==> config.mk <==
export PLATFORM = sky130hd
export DESIGN_NAME = i2s_clk_ctrl
export DESIGN_NICKNAME = d
export VERILOG_FILES = /design/src/rtl/i2s_clk_ctrl.sv
export SDC_FILE = /design/constraint.sdc
export NUM_CORES = 1
export LEC_CHECK = 0
export ABC_AREA = 0
export CORE_ASPECT_RATIO = 1.4
export CORE_UTILIZATION = 40
export DETAILED_ROUTE_END_ITERATION = 8
export DONT_BUFFER_PORTS = 1
export SLEW_MARGIN = 20
export SYNTH_ARGS = -nofsm -noshare
export SYNTH_HDL_FRONTEND = slang
export SYNTH_SLANG_ARGS = --single-unit
==> constraint.sdc <==
create_clock -name clk -period 1.7 [get_ports clk]
set_input_delay 0.51 -clock clk [delete_from_list [all_inputs] [get_ports clk]]
set_output_delay 0.51 -clock clk [all_outputs]
set_load 0.02 [all_outputs]
==> src/rtl/i2s_clk_ctrl.sv <==
// i2s_clk_ctrl: I2S master clock controller.
// Divides clk into sclk/lrclk, starts and stops only on frame boundaries,
// pulses frame_start at each frame start.
// Optional feature macro: I2S_CLK_CTRL_UNDERRUN_EN builds the saturating
// TX underrun counter; without it underrun_cnt is tied to 0.
module i2s_clk_ctrl #(
  parameter int unsigned DW       = 24,
  parameter int unsigned SCLK_DIV = 4
) (
  input  logic        clk,
  input  logic        rst,
  input  logic        en,
  output logic        busy,
  output logic        sclk,
  output logic        lrclk,
  output logic        frame_start,
  input  logic        tx_rd_en,
  input  logic        tx_rd_valid,
  input  logic        clr_underrun,
  output logic [15:0] underrun_cnt
);

  localparam int unsigned HALF     = SCLK_DIV / 2;
  localparam int unsigned DIV_W    = (HALF > 1) ? $clog2(HALF) : 1;
  localparam int unsigned BIT_W    = $clog2(2 * DW);
  localparam int unsigned LAST_BIT = 2 * DW - 1;

  typedef enum logic [1:0] {
    IDLE  = 2'd0,
    RUN   = 2'd1,
    DRAIN = 2'd2
  } state_t;

  state_t             state;
  state_t             state_next;
  logic [DIV_W-1:0]   div_cnt;
  logic [DIV_W-1:0]   div_next;
  logic [BIT_W-1:0]   bit_cnt;
  logic [BIT_W-1:0]   bit_next;
  logic               sclk_next;
  logic               lrclk_next;
  logic               fs_next;
  logic               tick;
  logic               fall;
  logic               wrap;

  // State register.
  always_ff @(posedge clk) begin
    if (rst) begin
      state <= IDLE;
    end else begin
      state <= state_next;
    end
  end

  // Next-state and next-output logic; en is sampled at the wrap edge to
  // decide between another frame and going idle.
  always_comb begin
    state_next = state;
    div_next   = '0;
    bit_next   = '0;
    sclk_next  = 1'b0;
    lrclk_next = 1'b0;
    fs_next    = 1'b0;
    tick       = 1'b0;
    fall       = 1'b0;
    wrap       = 1'b0;
    case (state)
      IDLE: begin
        if (en) begin
          state_next = RUN;
          fs_next    = 1'b1;
        end
      end
      RUN, DRAIN: begin
        tick       = (div_cnt == DIV_W'(HALF - 1));
        fall       = tick & sclk;
        wrap       = fall & (bit_cnt == BIT_W'(LAST_BIT));
        div_next   = tick ? '0 : div_cnt + DIV_W'(1);
        sclk_next  = tick ? ~sclk : sclk;
        bit_next   = fall ? (wrap ? '0 : bit_cnt + BIT_W'(1)) : bit_cnt;
        lrclk_next = (bit_next >= BIT_W'(DW));
        if (wrap) begin
          if (en) begin
            state_next = RUN;
            fs_next    = 1'b1;
          end else begin
            state_next = IDLE;
          end
        end else begin
          state_next = en ? RUN : DRAIN;
        end
      end
      default: begin
        state_next = IDLE;
      end
    endcase
  end

  // Registered clock outputs, counters and status.
  always_ff @(posedge clk) begin
    if (rst) begin
      div_cnt     <= '0;
      bit_cnt     <= '0;
      sclk        <= 1'b0;
      lrclk       <= 1'b0;
      busy        <= 1'b0;
      frame_start <= 1'b0;
    end else begin
      div_cnt     <= div_next;
      bit_cnt     <= bit_next;
      sclk        <= sclk_next;
      lrclk       <= lrclk_next;
      busy        <= (state_next != IDLE);
      frame_start <= fs_next;
    end
  end

`ifdef I2S_CLK_CTRL_UNDERRUN_EN
  logic underrun_evt;

  assign underrun_evt = tx_rd_en & ~tx_rd_valid & busy;

  // Saturating underrun counter; clear wins over a same-cycle event.
  always_ff @(posedge clk) begin
    if (rst || clr_underrun) begin
      underrun_cnt <= '0;
    end else if (underrun_evt && (underrun_cnt != 16'hFFFF)) begin
      underrun_cnt <= underrun_cnt + 16'd1;
    end
  end
`else
  logic unused_underrun_in;

  // Detector not built: counter reads 0 and its inputs are ignored.
  assign underrun_cnt       = '0;
  assign unused_underrun_in = &{1'b0, tx_rd_en, tx_rd_valid, clr_underrun};
`endif

endmodule

Yosys cells after proc, flatten, opt, wreduce, memory -nomap -nowiden. Cells that the tools add are included.

Word-level logic and storage cells: 32. Bits in registers: 13. Output and inout port bits: 20. Input port bits: 6.

Bitwise gates (word level): 4. Multiplexer cells: 10. Eq/ne operators: 3. Reduce and logical (&&, ||, !) cells: 5. $lt $le $gt $ge: 1. $add $sub $neg: 2.

Operators by type and width (number): two-way mux 6 bit (2); adder 6 x 1 -> 6 bit, second input constant (1); == test 6 bit, second input constant (1); >= comparator 6 x 5 -> 1 bit, second input constant (1); two-way mux 2 bit (3); one-hot mux 2 bit (2 select lines) (1); OR reduction 2 bit (2); two-way mux 1 bit (3); OR reduction 3 bit (1); AND 1 bit (2); == test 2 x 1 -> 1 bit, second input constant (1); == test 2 bit, second input constant (1); logical NOT 2 bit (1); inverter 1 bit (2); one-hot mux 1 bit (2 select lines) (1); nonzero test 2 bit (1); adder 1 bit, second input constant (1).

Longest topological paths before layout.
Depth in word-level cells: 5. Gate-level depth with buffers: 5. Mapped depth without buffers: 5.

Worst setup path before layout. No wires, ideal clock.

Path type: register -> register. Start: reg sclk. End: reg bit_cnt[5]. Stages on the path, launching flop included: 5. Path slack: 0.262 ns. Buffers on the path: 0. Arrival time: 1.364 ns. Period minus slack after synthesis: 1.438 ns. Data required time: 1.626 ns. Setup time: 0.074 ns. Path through: dfxtp_1 > and3_4 > nand3_2 > or3_1 > a31oi_1.

Cells in the longest elaborated chain, start to end: 4.

RTL lines: start, declared (RTL line 14) `output logic sclk,`; start signal, assigned (RTL line 112) `sclk <= sclk_next;`; AND 1 bit * (RTL line 77) `fall = tick & sclk;`; AND 1 bit (RTL line 78) `wrap = fall & (bit_cnt == BIT_W'(LAST_BIT));`; two-way mux 6 bit (RTL line 81) `bit_next = fall ? (wrap ? '0 : bit_cnt + BIT_W'(1)) : bit_cnt;`; two-way mux 6 bit * (RTL line 81); end signal, assigned (RTL line 111) `bit_cnt <= bit_next;`; end, declared (RTL line 38) `logic [BIT_W-1:0] bit_cnt;`.

Every way passes the cells marked *; elsewhere a longest branch is shown, timed or not. A chain may end at the register's enable or synchronous reset.

Final worst setup path.
Start: reg bit_cnt[0]. End: reg lrclk.

Cells in the longest elaborated chain, start to end: 5. Elaborated cells on any way between the ends: 6. Those cells by class: add/sub (1); order compare (1); eq/ne (1); mux (2); bitwise (1).

RTL lines: parallel branches: the longest is 3 deep, another holds adder 6 x 1 -> 6 bit; two-way mux 6 bit * (RTL line 81); >= comparator 6 x 5 -> 1 bit * (RTL line 82) `lrclk_next = (bit_next >= BIT_W'(DW));`; end signal, assigned (RTL line 113) `lrclk <= lrclk_next;`; end, declared (RTL line 15) `output logic lrclk,`.

Mark *: on every way between the ends.

==> metrics.md <==
| Metric | Value |
|---|---|
| Worst Setup End Kind | flop |
| Largest net degree at the start of global routing | 9 |
| Sequential element share of the synthesized area | 35.2% |
| XOR/XNOR Fraction of Synth Area | 3.55% |
| Leakage | 0.285 nW |
| Clk pwr share | 31.1% |
| Adder-cell area share of the yosys netlist | 5.08% |
| Peak VDD IR | 0.000383 V |
| Maximum clock path buffer count | 2 |
| DRC errors left | 0 |
| CP delay by family, top | compound AO/OA/AOI/OAI gates |
| Final WL | 1200 um |
| DP HPWL | 906 um |
| Vias in the first global route | 470 |
| TritonCTS clock tree | yes |
| Antenna cells | 0 |
| Gate power share | 14.1% |
| Status | finished, final reports clean |
| Setup ws final | 120 ps |
| Effective utilization at floorplan | 42.1% |
| CTS Hold Bufs | 0 |
| Critical path's slowest cell | dfxtp_1 |
| H-tree depth | 1 |
| Sw power | 190 uW |
| GP Congestion | 0.700 |
| DP Worst Slack | 148 ps |
| Count of cell types in the netlist | 31 |
| # rows | 18 |
| Syn-to-layout area delta | 0.169% |
| TritonRoute pass-1 iters | 4 |
| RSZ-0062 raised after global routing | no |
| Max Clk Rate | 0.633 GHz |
| Num CTS Buffers | 3 |
| DIE HEIGHT | 52.9 um |
| DIE AREA | 0.00203 mm^2 |
| CP bufs+invs | 0 |
| Synth Area in Simple Gates | 24.5% |
| Min Tclk post-route | 1580 ps |
| MaxCap Viol Count | 0 |
| Switching share of power | 30.4% |
| Synth Area in Compound Gates | 12.7% |
| Share of layout cells above drive strength 1 | 12.1% |
| Setup Viol. Count Final | 0 |
| Total congestion overflow | 0 |
| Synth Area per Inst | 8.50 um^2 |
| Synth Register Bits | 13 |
| YS warnings | 0 |
| First-pass GRT wire length | 1990 um |
| Antenna Violating Nets Remaining | 0 |
| Clock Root Buffer | clkbuf_4 |
| Largest stage delay, worst path | 420 ps |
| CTS clk-pin slew, worst paths | 90 ps |
| Final Hold Viols | 0 |
| Crit start category | flop |
| WP depth | 5 |
| WL per Instance | 10.8 um |
| Cell Chain, Critical Path | ha_1 > nand2_1 > a211oi_1 > o21ai_1 > a2111oi_1 |
| Final period util | 92.9% |
| Initial antenna violation count | 0 |
| Mux cell area share after synthesis | 0% |
| Min-delay worst type | input port to flop |
| PortBufs | 0 |
| Hold path depth | 1 |
| FF-to-FF path depth | 5 |
| Req. time, crit path | 1860 ps |
| CTS Sinks | 13 |
| Post-Synthesis Cell Area | 739 um^2 |
| Core Region | 0.00176 mm^2 |
| Setup repair bufs after CTS | 0 |
| Final Net Count | 101 |
| PD cells | 847 mW/mm^2 |
| Clock Latency Late Sink | 280 ps |
| Critical Path Fanout Max | 6 |
| Vias/cell | 4.94 |
| Routed vias | 548 |
| All-layer global routing usage | 14.3% |
| I/O pin total | 26 |
| Int Pwr | 437 uW |
| Flop pwr share | 54.7% |
| Mapped Cells | 87 |
| Worst Skew | 9.24 ps |
| Iteration-0 DRC count of the detailed router | 5 |
| Resized Gates After CTS | 0 |
| Largest family of logic cells by synthesized area | simple AND/OR/NAND/NOR gates |
| Max-slew violations | 0 |
| Setup TNS | 0 ps |
| Die X | 38.3 um |
| WS Path Type | flop to flop |
| Arr. time, crit path | 1740 ps |
## power by group through the flow
stage	Sequential, mW	Clock [mW]	Combinational [mW]
6_report	0.343	0.195	0.0887
5_1_grt	0.346	0.217	0.100
4_1_cts	0.343	0.203	0.0890
3_5_place_dp	0.350	0	0.0887
3_3_place_gp	0.350	0	0.0861
2_1_floorplan	0.344	0	0.108
## area by class of cell
cell class                 count  area (um^2)
sequential                    13          260
tap                           20         25.0
inverter                       2         7.51
timing repair buffer           3         22.5
clock buffer                   4         26.3
multi-input combinational     69          399
fill                         193         1020
## flip-flops by register name, indices dropped and copies added (netlist names)
register	count
lrclk	1
state	2
busy	1
frame_start	1
sclk	1
bit_cnt	6
div_cnt	1
## per-stage QoR
step / hold slack (ps) / std cells / power (mW) / utilization, % / instance area, um^2
floorplan: 464 / 102 / 0.452 / - / 796
global placement: 495 / 107 / 0.436 / 40.7 / 714
global route: 273 / 111 / 0.663 / 42.2 / 741
finish: 289 / 111 / 0.627 / 42.2 / 741
CTS: 284 / 111 / 0.635 / 42.2 / 741
detailed placement: 492 / 107 / 0.439 / 40.7 / 714
## cells in the mapped netlist
cell | number | share of area (%)
a211oi_1 | 2 | 2.0
o21a_1 | 1 | 1.0
nor3_2 | 1 | 1.4
dfxtp_1 | 13 | 35
nand3_1 | 5 | 3.4
clkbuf_1 | 1 | 0.51
buf_2 | 1 | 0.68
o21ai_0 | 2 | 1.4
a21oi_1 | 4 | 2.7
conb_1 | 1 | 0.51
and3_4 | 1 | 1.5
nand2b_1 | 3 | 2.5
a31oi_1 | 2 | 1.7
xnor2_1 | 1 | 1.2
inv_1 | 2 | 1.0
or4_1 | 1 | 1.0
nor4b_2 | 1 | 2.0
a2bb2oi_1 | 1 | 1.2
a2111oi_1 | 1 | 1.4
or3_1 | 1 | 0.85
or2_1 | 1 | 0.85
o21ai_1 | 2 | 1.4
nor3_1 | 2 | 1.4
buf_4 | 16 | 16
and3_1 | 1 | 0.85
nand3_2 | 1 | 1.4
ha_1 | 3 | 5.1
nand2_1 | 6 | 3.0
xor2_1 | 2 | 2.4
nor2_1 | 7 | 3.6
or2_2 | 1 | 0.85
## cell families (layout without fill, tap and decap cells)
| kind of cell | count (synthesis) | after routing |
|---|---|---|
| flops | 13 | 13 |
| compound gates | 15 | 15 |
| buf+inv | 20 | 9 |
| other cells | 1 | 16 |
| fa+ha+maj | 3 | 3 |
| xor+xnor | 3 | 3 |
| simple gates | 32 | 32 |
## worst register-to-register path, cell delays in order (launching register included)
cell	delay, ps
dfxtp_1	420
ha_1	250
nand2_1	130
a211oi_1	230
o21ai_1	100
a2111oi_1	330
## cells in the final DEF (no fill, tap or decap), drive strengths merged
master	count
ha	3
nand2b	3
a21oi	4
dfxtp	13
or2	2
and3	2
inv	2
or3	1
buf	3
a211oi	2
a2bb2oi	1
o21a	1
or4	1
nor4b	1
xor2	2
conb	16
clkbuf	4
o21ai	4
nor2	7
a31oi	2
nor3	3
nand3	6
a2111oi	1
nand2	6
xnor2	1
## final timing paths
path         startpoint           to  slack [ps]
max          bit_cnt[0]        lrclk         120
min                 rst  frame_start         290
max reg2reg  bit_cnt[0]        lrclk         120
min reg2reg    state[1]     state[1]         490
## layer usage
metal	global-route usage, %	wire [um]	up-vias
met2	23.2	622	11
met3	4.62	49	2
li1	-	-	276
met5	0	0	-
met4	8.62	6	0
met1	15.6	521	259
Power figures use the tool's default switching activity.
